[src/rtl/sync_fifo_flex.sv]
// sync_fifo_flex: parametrised synchronous FIFO with show-ahead/registered read, thresholds and debug stats
module sync_fifo_flex #(
  parameter int DWIDTH   = 136,
  parameter int DEPTH    = 16,
  parameter bit FWFT     = 1,
  parameter int AF_LEVEL = DEPTH - 2,
  parameter int AE_LEVEL = 2,
  parameter int CW       = $clog2(DEPTH + 1)
) (
  input  logic              clk,
  input  logic              rst_n,
  input  logic              wr_en,
  input  logic [DWIDTH-1:0] wdata,
  input  logic              rd_en,
  output logic [DWIDTH-1:0] rdata,
  output logic              rvalid,
  input  logic              flush,
  input  logic              clr_stats,
  output logic              empty,
  output logic              full,
  output logic              almost_empty,
  output logic              almost_full,
  output logic [CW-1:0]     count,
  output logic [CW-1:0]     hwm,
  output logic              overflow,
  output logic              underflow
);
  localparam int PW = $clog2(DEPTH);
  logic [DWIDTH-1:0] r_mem [DEPTH];
  logic [PW-1:0] r_wr_ptr, r_rd_ptr;
  logic [CW-1:0] r_count, r_hwm, w_next_count;
  logic r_overflow, r_underflow, w_rd_ok, w_wr_ok;
  function automatic logic [PW-1:0] inc(input logic [PW-1:0] p);
    return p == PW'(DEPTH - 1) ? '0 : p + PW'(1);
  endfunction
  assign empty        = r_count == '0;
  assign full         = r_count == CW'(DEPTH);
  assign almost_empty = r_count <= CW'(AE_LEVEL);
  assign almost_full  = r_count >= CW'(AF_LEVEL);
  assign count        = r_count;
  assign hwm          = r_hwm;
  assign overflow     = r_overflow;
  assign underflow    = r_underflow;
  assign w_rd_ok      = !flush && rd_en && !empty;
  assign w_wr_ok      = !flush && wr_en && (!full || w_rd_ok);
  assign w_next_count = flush ? '0 : r_count + CW'(w_wr_ok) - CW'(w_rd_ok);
  always_ff @(posedge clk or negedge rst_n)
    if (!rst_n) begin
      r_wr_ptr    <= '0;
      r_rd_ptr    <= '0;
      r_count     <= '0;
      r_hwm       <= '0;
      r_overflow  <= 1'b0;
      r_underflow <= 1'b0;
    end else begin
      r_wr_ptr    <= flush ? '0 : w_wr_ok ? inc(r_wr_ptr) : r_wr_ptr;
      r_rd_ptr    <= flush ? '0 : w_rd_ok ? inc(r_rd_ptr) : r_rd_ptr;
      r_count     <= w_next_count;
      r_hwm       <= (clr_stats || w_next_count > r_hwm) ? w_next_count : r_hwm;
      r_overflow  <= (!flush && wr_en && full && !w_rd_ok) || (r_overflow && !clr_stats);
      r_underflow <= (!flush && rd_en && empty) || (r_underflow && !clr_stats);
    end
  always_ff @(posedge clk)
    if (w_wr_ok) r_mem[r_wr_ptr] <= wdata;
  if (FWFT) begin : g_fwft
    assign rdata  = r_mem[r_rd_ptr];
    assign rvalid = !empty;
  end else begin : g_reg
    logic [DWIDTH-1:0] r_rdata;
    logic r_rvalid;
    always_ff @(posedge clk or negedge rst_n)
      if (!rst_n) begin
        r_rdata  <= '0;
        r_rvalid <= 1'b0;
      end else begin
        r_rvalid <= w_rd_ok;
        if (w_rd_ok) r_rdata <= r_mem[r_rd_ptr];
      end
    assign rdata  = r_rdata;
    assign rvalid = r_rvalid;
  end
endmodule

[config.mk]
export PLATFORM = sky130hd
export DESIGN_NAME = sync_fifo_flex
export DESIGN_NICKNAME = d
export VERILOG_FILES = /design/src/rtl/sync_fifo_flex.sv
export SDC_FILE = /design/constraint.sdc
export NUM_CORES = 2
export LEC_CHECK = 0
export BUFFER_PORTS_ARGS = -buffer_cell sky130_fd_sc_hd__buf_2
export CELL_PAD_IN_SITES_DETAIL_PLACEMENT = 1
export CELL_PAD_IN_SITES_GLOBAL_PLACEMENT = 1
export CORE_ASPECT_RATIO = 0.8
export CORE_UTILIZATION = 35
export DETAILED_ROUTE_END_ITERATION = 8
export PLACE_DENSITY_LB_ADDON = 0.2
export SYNTH_ARGS = -nofsm -noshare
export SYNTH_HDL_FRONTEND = slang
export SYNTH_SLANG_ARGS = --single-unit
[constraint.sdc]
create_clock -name clk -period 25.8 [get_ports clk]
set_clock_uncertainty 0.15 [all_clocks]
set_input_delay 1.29 -clock clk [delete_from_list [all_inputs] [get_ports clk]]
set_output_delay 1.29 -clock clk [all_outputs]
set_load 0.01 [all_outputs]
* Word level (Yosys, flattened, before mapping)
Memory sizes are Yosys's and may differ from the RTL's. Index checks and enable logic that the tools add are counted. Widths: inputs -> output; s select.
Cells by class: $add $sub $neg 4, order comparisons 3, equal/unequal tests 3, muxes and demuxes 9, reductions and logical operators 21
Operator list (number):
- $mux 4 | 6
- $logic_and 1x1->1 | 9
- $add 4x1->4 const B | 2
- $eq 4x4->1 const B | 2
- $add 5x1->5 | 1
- $eq 5x5->1 const B | 1
- $ge 5x4->1 const B | 1
- $gt 5x5->1 | 1
- $le 5x2->1 const B | 1
- $logic_not 1->1 | 5
- $logic_not 5->1 | 1
- $mux 5 | 1
- $sub 5x1->5 | 1
- $logic_or 1x1->1 | 4
- $reduce_bool 2->1 | 2
- $mux 1 | 2
Word-level totals: register bits 20, bits in writable memories 2176, input bits 142, output and inout bits 153, word-level logic and storage cells 47, memories 1
Memory list:
- r_mem | depth 16, bits a word 136, rd ports 1, clocked after Yosys merged registers in 0, wr ports 1, RTL line 29 | logic [DWIDTH-1:0] r_mem [DEPTH];

* Depth between registers and ports, before layout
depth in word-level cells 10, depth in mapped cells 19, depth with buffers taken out 19

* Least setup slack after synthesis
No wires, ideal clock.
path kind input-to-reg, start point in flush, end point mem r_mem[10][0], enable pin, setup time 826 ps, data arrival time 11951 ps, required time 24824 ps, slack 12873 ps, cell stages on the path 4, path buffers 0, cell sequence nand2b_1 a21oi_1 nand2_1 nor3b_1
Between the ends: cells in the longest elaborated chain, start to end 7, elaborated cells between the ends (all ways) 8, classes of those cells 2 x mux; 6 x reduce/logical
Ends and longest elaborated chain:
- start, declared | RTL line 17 | input logic flush,
- $logic_not 1->1 (*) | RTL line 44, 45
- $logic_and 1x1->1 (2 in series) | RTL line 44 | assign w_rd_ok = !flush && rd_en && !empty;
- $logic_or 1x1->1 | RTL line 45 | assign w_wr_ok = !flush && wr_en && (!full || w_rd_ok);
- $logic_and 1x1->1 (*) | RTL line 45
- $mux 1 (*) | RTL line 64 | if (w_wr_ok) r_mem[r_wr_ptr] <= wdata;
- $mux 1 (not written as such) (*) | RTL line 64
- end, declared | RTL line 29
Every way passes the cells marked *; elsewhere a longest branch is shown, timed or not.

* Final worst setup path
start point reg r_rd_ptr[0], end point out rdata[78]
Between the ends: cells in the longest elaborated chain, start to end 1
Ends and longest elaborated chain:
- start, declared | RTL line 30 | logic [PW-1:0] r_wr_ptr, r_rd_ptr;
- start signal, assigned | RTL line 57 | r_rd_ptr <= flush ? '0 : w_rd_ok ? inc(r_rd_ptr) : r_rd_ptr;
- $mem_v2 16x136
- end, declared | RTL line 15 | output logic [DWIDTH-1:0] rdata,
No other way between the ends.

==> summary.md <==
| Metric | Value |
|---|---|
| Mux contribution to synthesized area | 18.5% |
| Cells after synthesis | roughly 3200 |
| Chip height | ~440 µm |
| Setup Buffers After CTS | 0 |
| CP Cell Sequence | buf_12 > buf_12 > buf_4 > mux4_2 > mux4_2 > buf_2 |
| Fmax | 0.146 GHz |
| Fin crit period | 6860 ps |
| TritonCTS clock tree | done |
| H-Tree Depth | 4 |
| Pwr dens | 87.5 nW/µm² |
| CP max FO | 108 |
| Crit path launch type | register |
| Starting Density | a little over a third |
| Yosys synthesis warning count | 0 |
| Crit path kind | reg -> out |
| Synth Flop Type | edfxtp_1 |
| Yosys top cell area share | about four fifths |
| Worst Setup SP | r_rd_ptr[0]$_DFFE_PN0P_ |
| Num CTS Buffers | 226 |
| Number of sinks driven by the clock tree | around 2200 |
| GP Congestion | between 0.6 and 0.7 |
| Hold WC Path Type | in -> async |
| Clock Tree Root | clkbuf_16 |
| Adder-Cell Fraction of Synth Area | 0.311% |
| Vias | 36360 |
| Routed Antenna Nets | 0 |
| Total power draw | 8320 µW |
| Synth unique cells | 37 |
| Post-synth top area cell | edfxtp_1 |
| Clk_lat worst skew | 860 ps |
| # setup viols final | 0 |
| Width of the die | 546 µm |
| Worst Path Required | approximately 24000 ps |
| Syn Area/Cell | 26.3 µm² |
| Core Region | 235000 µm² |
| Leakage power | 0.0288 µW |
| Setup TNS | 0 ps |
| Worst rel slew slack | 28.8% |
| Slew @ Worst Pin | 1070 ps |
| First DRT Iteration DRCs | 2932 |
| Max cap viols | 0 |
| Seq/Total Area, Yosys | 79.4% |
| Vias in the first global route | 39349 |
| IO Count | roughly 300 |
| Period utilization | 26.6% |
| XOR/XNOR Fraction of Synth Area | 0.0423% |
| Top-count cell post-synth | edfxtp_1 |
| Failing checks | DRC |
| CP arrival | about 5400 ps |
| Final WL | approximately 210000 µm |
| CTS Buffer Depth | 4 |
| Synth-to-layout area growth | 14.6% |
| FF-to-FF Start | count[2]$_DFF_PN0_ |
| Post-synthesis simple-gate area fraction | 0.361% |
| Detailed placer's ending HPWL | 106000 µm |
| Synth area leaders | edfxtp_1, mux4_2, dfrtp_1 |
| Worst VDD drop | 0.0579 mV |
| Total Routing Usage GR | 17.5% |
| Slowest stage delay, CP | slightly above 800 ps |
| Fillers | 21732 |
| Reg2Reg Depth | 9 |
| Max-slew violations | 0 |
| Initial antenna violation count | 54 |
| Number of buffers added on ports | 294 |
| Crit path max-delay family | buffers and inverters |
| Largest family of logic cells by synthesized area | multiplexers |
| Synth cell count leaders | edfxtp_1, mux4_2, clkbuf_1 |
| WL per Instance | 30.3 µm |
| Worst-path clk slew | 60 ps |
| Cts repair resizes | 0 |
| Largest net degree at the start of global routing | between 100 and 150 |
| DRC viols | 28 |
| Crit path capture type | output pin |
| Slowest stage cell, crit path | buf_4 |
| Proportion of layout cells with a drive suffix above 1 | 36.5% |
| Die area | 239000 µm² |
| Synth Register Bits | roughly 2200 |
| Compound-cell area share of the yosys netlist | 0.202% |
| Hold Fails Final Rpt | 0 |
| First-pass GRT wire length | 299000 µm |
| Worst path bufs/invs | 4 |
| DR pass1 iterations | 7 |
| Vias/cell | 5.26 |
| Synthesized cell area | 82900 µm² |
| Global route overflow | 0 |
| Status | finished with violations |
| Hold-fix buffers, CTS | 0 |
| Asr flop ratio synth | 0.911% |
| Nets@finish | 3760 |
| EDFF count, synth | 2176 |
| Syn Nets | approximately 3300 |
| Num rows | 159 |
| CP Depth | 6 |
| RSZ-0062 raised after global routing | no |
[per-layer routing]
layer / global-route usage [%] / up-vias / routed length (µm)
li1: - / 14790 / -
met1: 24.1 / 20253 / 91700
met2: 28.6 / 942 / 102000
met3: 3.90 / 335 / 12100
met4: 3.64 / 40 / 4310
met5: 0 / - / 256
[per-stage QoR]
step	cells	setup WS [ps]	utilization [%]	hold WS [ps]	area, µm²
2_1_floorplan	3156	12870	-	389	82900
3_3_place_gp	6509	19650	37.5	346	88100
3_5_place_dp	6509	19640	37.5	365	88100
4_1_cts	6909	18650	40.4	214	95000
5_1_grt	6910	18420	40.4	253	95000
6_report	6917	18940	40.4	272	95000
[cells in the final DEF (no fill, tap or decap), types with 2 or more instances in the layout]
cell type / netlist / final
clkinv_8: 0 / 3
nor3b_2: 0 / 4
edfxtp_1: 2176 / 2176
a31oi_1: 2 / 2
o22ai_1: 2 / 2
xor2_1: 4 / 4
clkinvlp_4: 0 / 6
buf_4: 41 / 71
nand2b_1: 7 / 7
nor2_1: 9 / 8
buf_12: 0 / 5
and4_4: 0 / 3
nand4_1: 2 / 2
a22o_1: 2 / 2
dfrtp_4: 0 / 4
clkinv_1: 0 / 55
nand2_1: 12 / 12
o31ai_1: 3 / 3
clkbuf_1: 54 / 44
diode_2: 0 / 8
or3_1: 3 / 3
bufinv_16: 0 / 13
clkinv_2: 0 / 44
clkbuf_16: 0 / 227
dfrtp_1: 20 / 16
and2_4: 0 / 4
nand3_1: 2 / 2
inv_16: 0 / 3
mux2_2: 4 / 4
a21oi_1: 6 / 6
buf_2: 14 / 294
clkinv_4: 0 / 2
and3_4: 0 / 3
ha_1: 19 / 19
o21ai_0: 7 / 7
mux4_2: 680 / 680
inv_1: 15 / 15
[state kept, by name, indices dropped and copies added (netlist names)]
register / flops
r_mem: 2176
count: 5
hwm: 5
r_rd_ptr: 4
r_wr_ptr: 4
overflow: 1
underflow: 1
[power by group]
part           switching [µW]  internal (µW)
registers                31.9           3980
logic                     608            600
clock network            1360           1740
total                    2000           6320
[cells by family (layout without fill, tap and decap cells)]
logic type,Yosys count,in the layout
buffers and inverters,171,785
other,0,8
AND/OR/NAND/NOR,54,54
multiplexers,684,684
AO/OA/AOI/OAI,27,27
flip-flops,2196,2196
adder cells (fa/ha/maj),20,20
XOR/XNOR,4,4
[worst paths after layout]
path / slack, ps / to
setup / recovery: 18940 / rdata[78]
hold / removal: 270 / hwm[3]$_DFFE_PN0P_
setup reg to reg: 20970 / r_mem[11][69]$_DFFE_PP_
hold reg to reg: 370 / hwm[0]$_DFFE_PN0P_
max in group asynchronous: 24780 / r_rd_ptr[2]$_DFFE_PN0P_
min in group clk: 370 / hwm[0]$_DFFE_PN0P_
[area by class of cell]
class | instances | area, µm² | area share [%]
Clock buffer | 271 | 5850 | 6.15
Multi-Input combinational cell | 789 | 16200 | 17.0
Antenna cell | 8 | 20.0 | 0.0211
Timing Repair Buffer | 370 | 2100 | 2.21
Clock inverter | 129 | 1040 | 1.09
Sequential cell | 2196 | 65900 | 69.3
Inverter | 15 | 56.3 | 0.0592
Tap cell | 3139 | 3930 | 4.13
(Power assumes the default switching activity.)
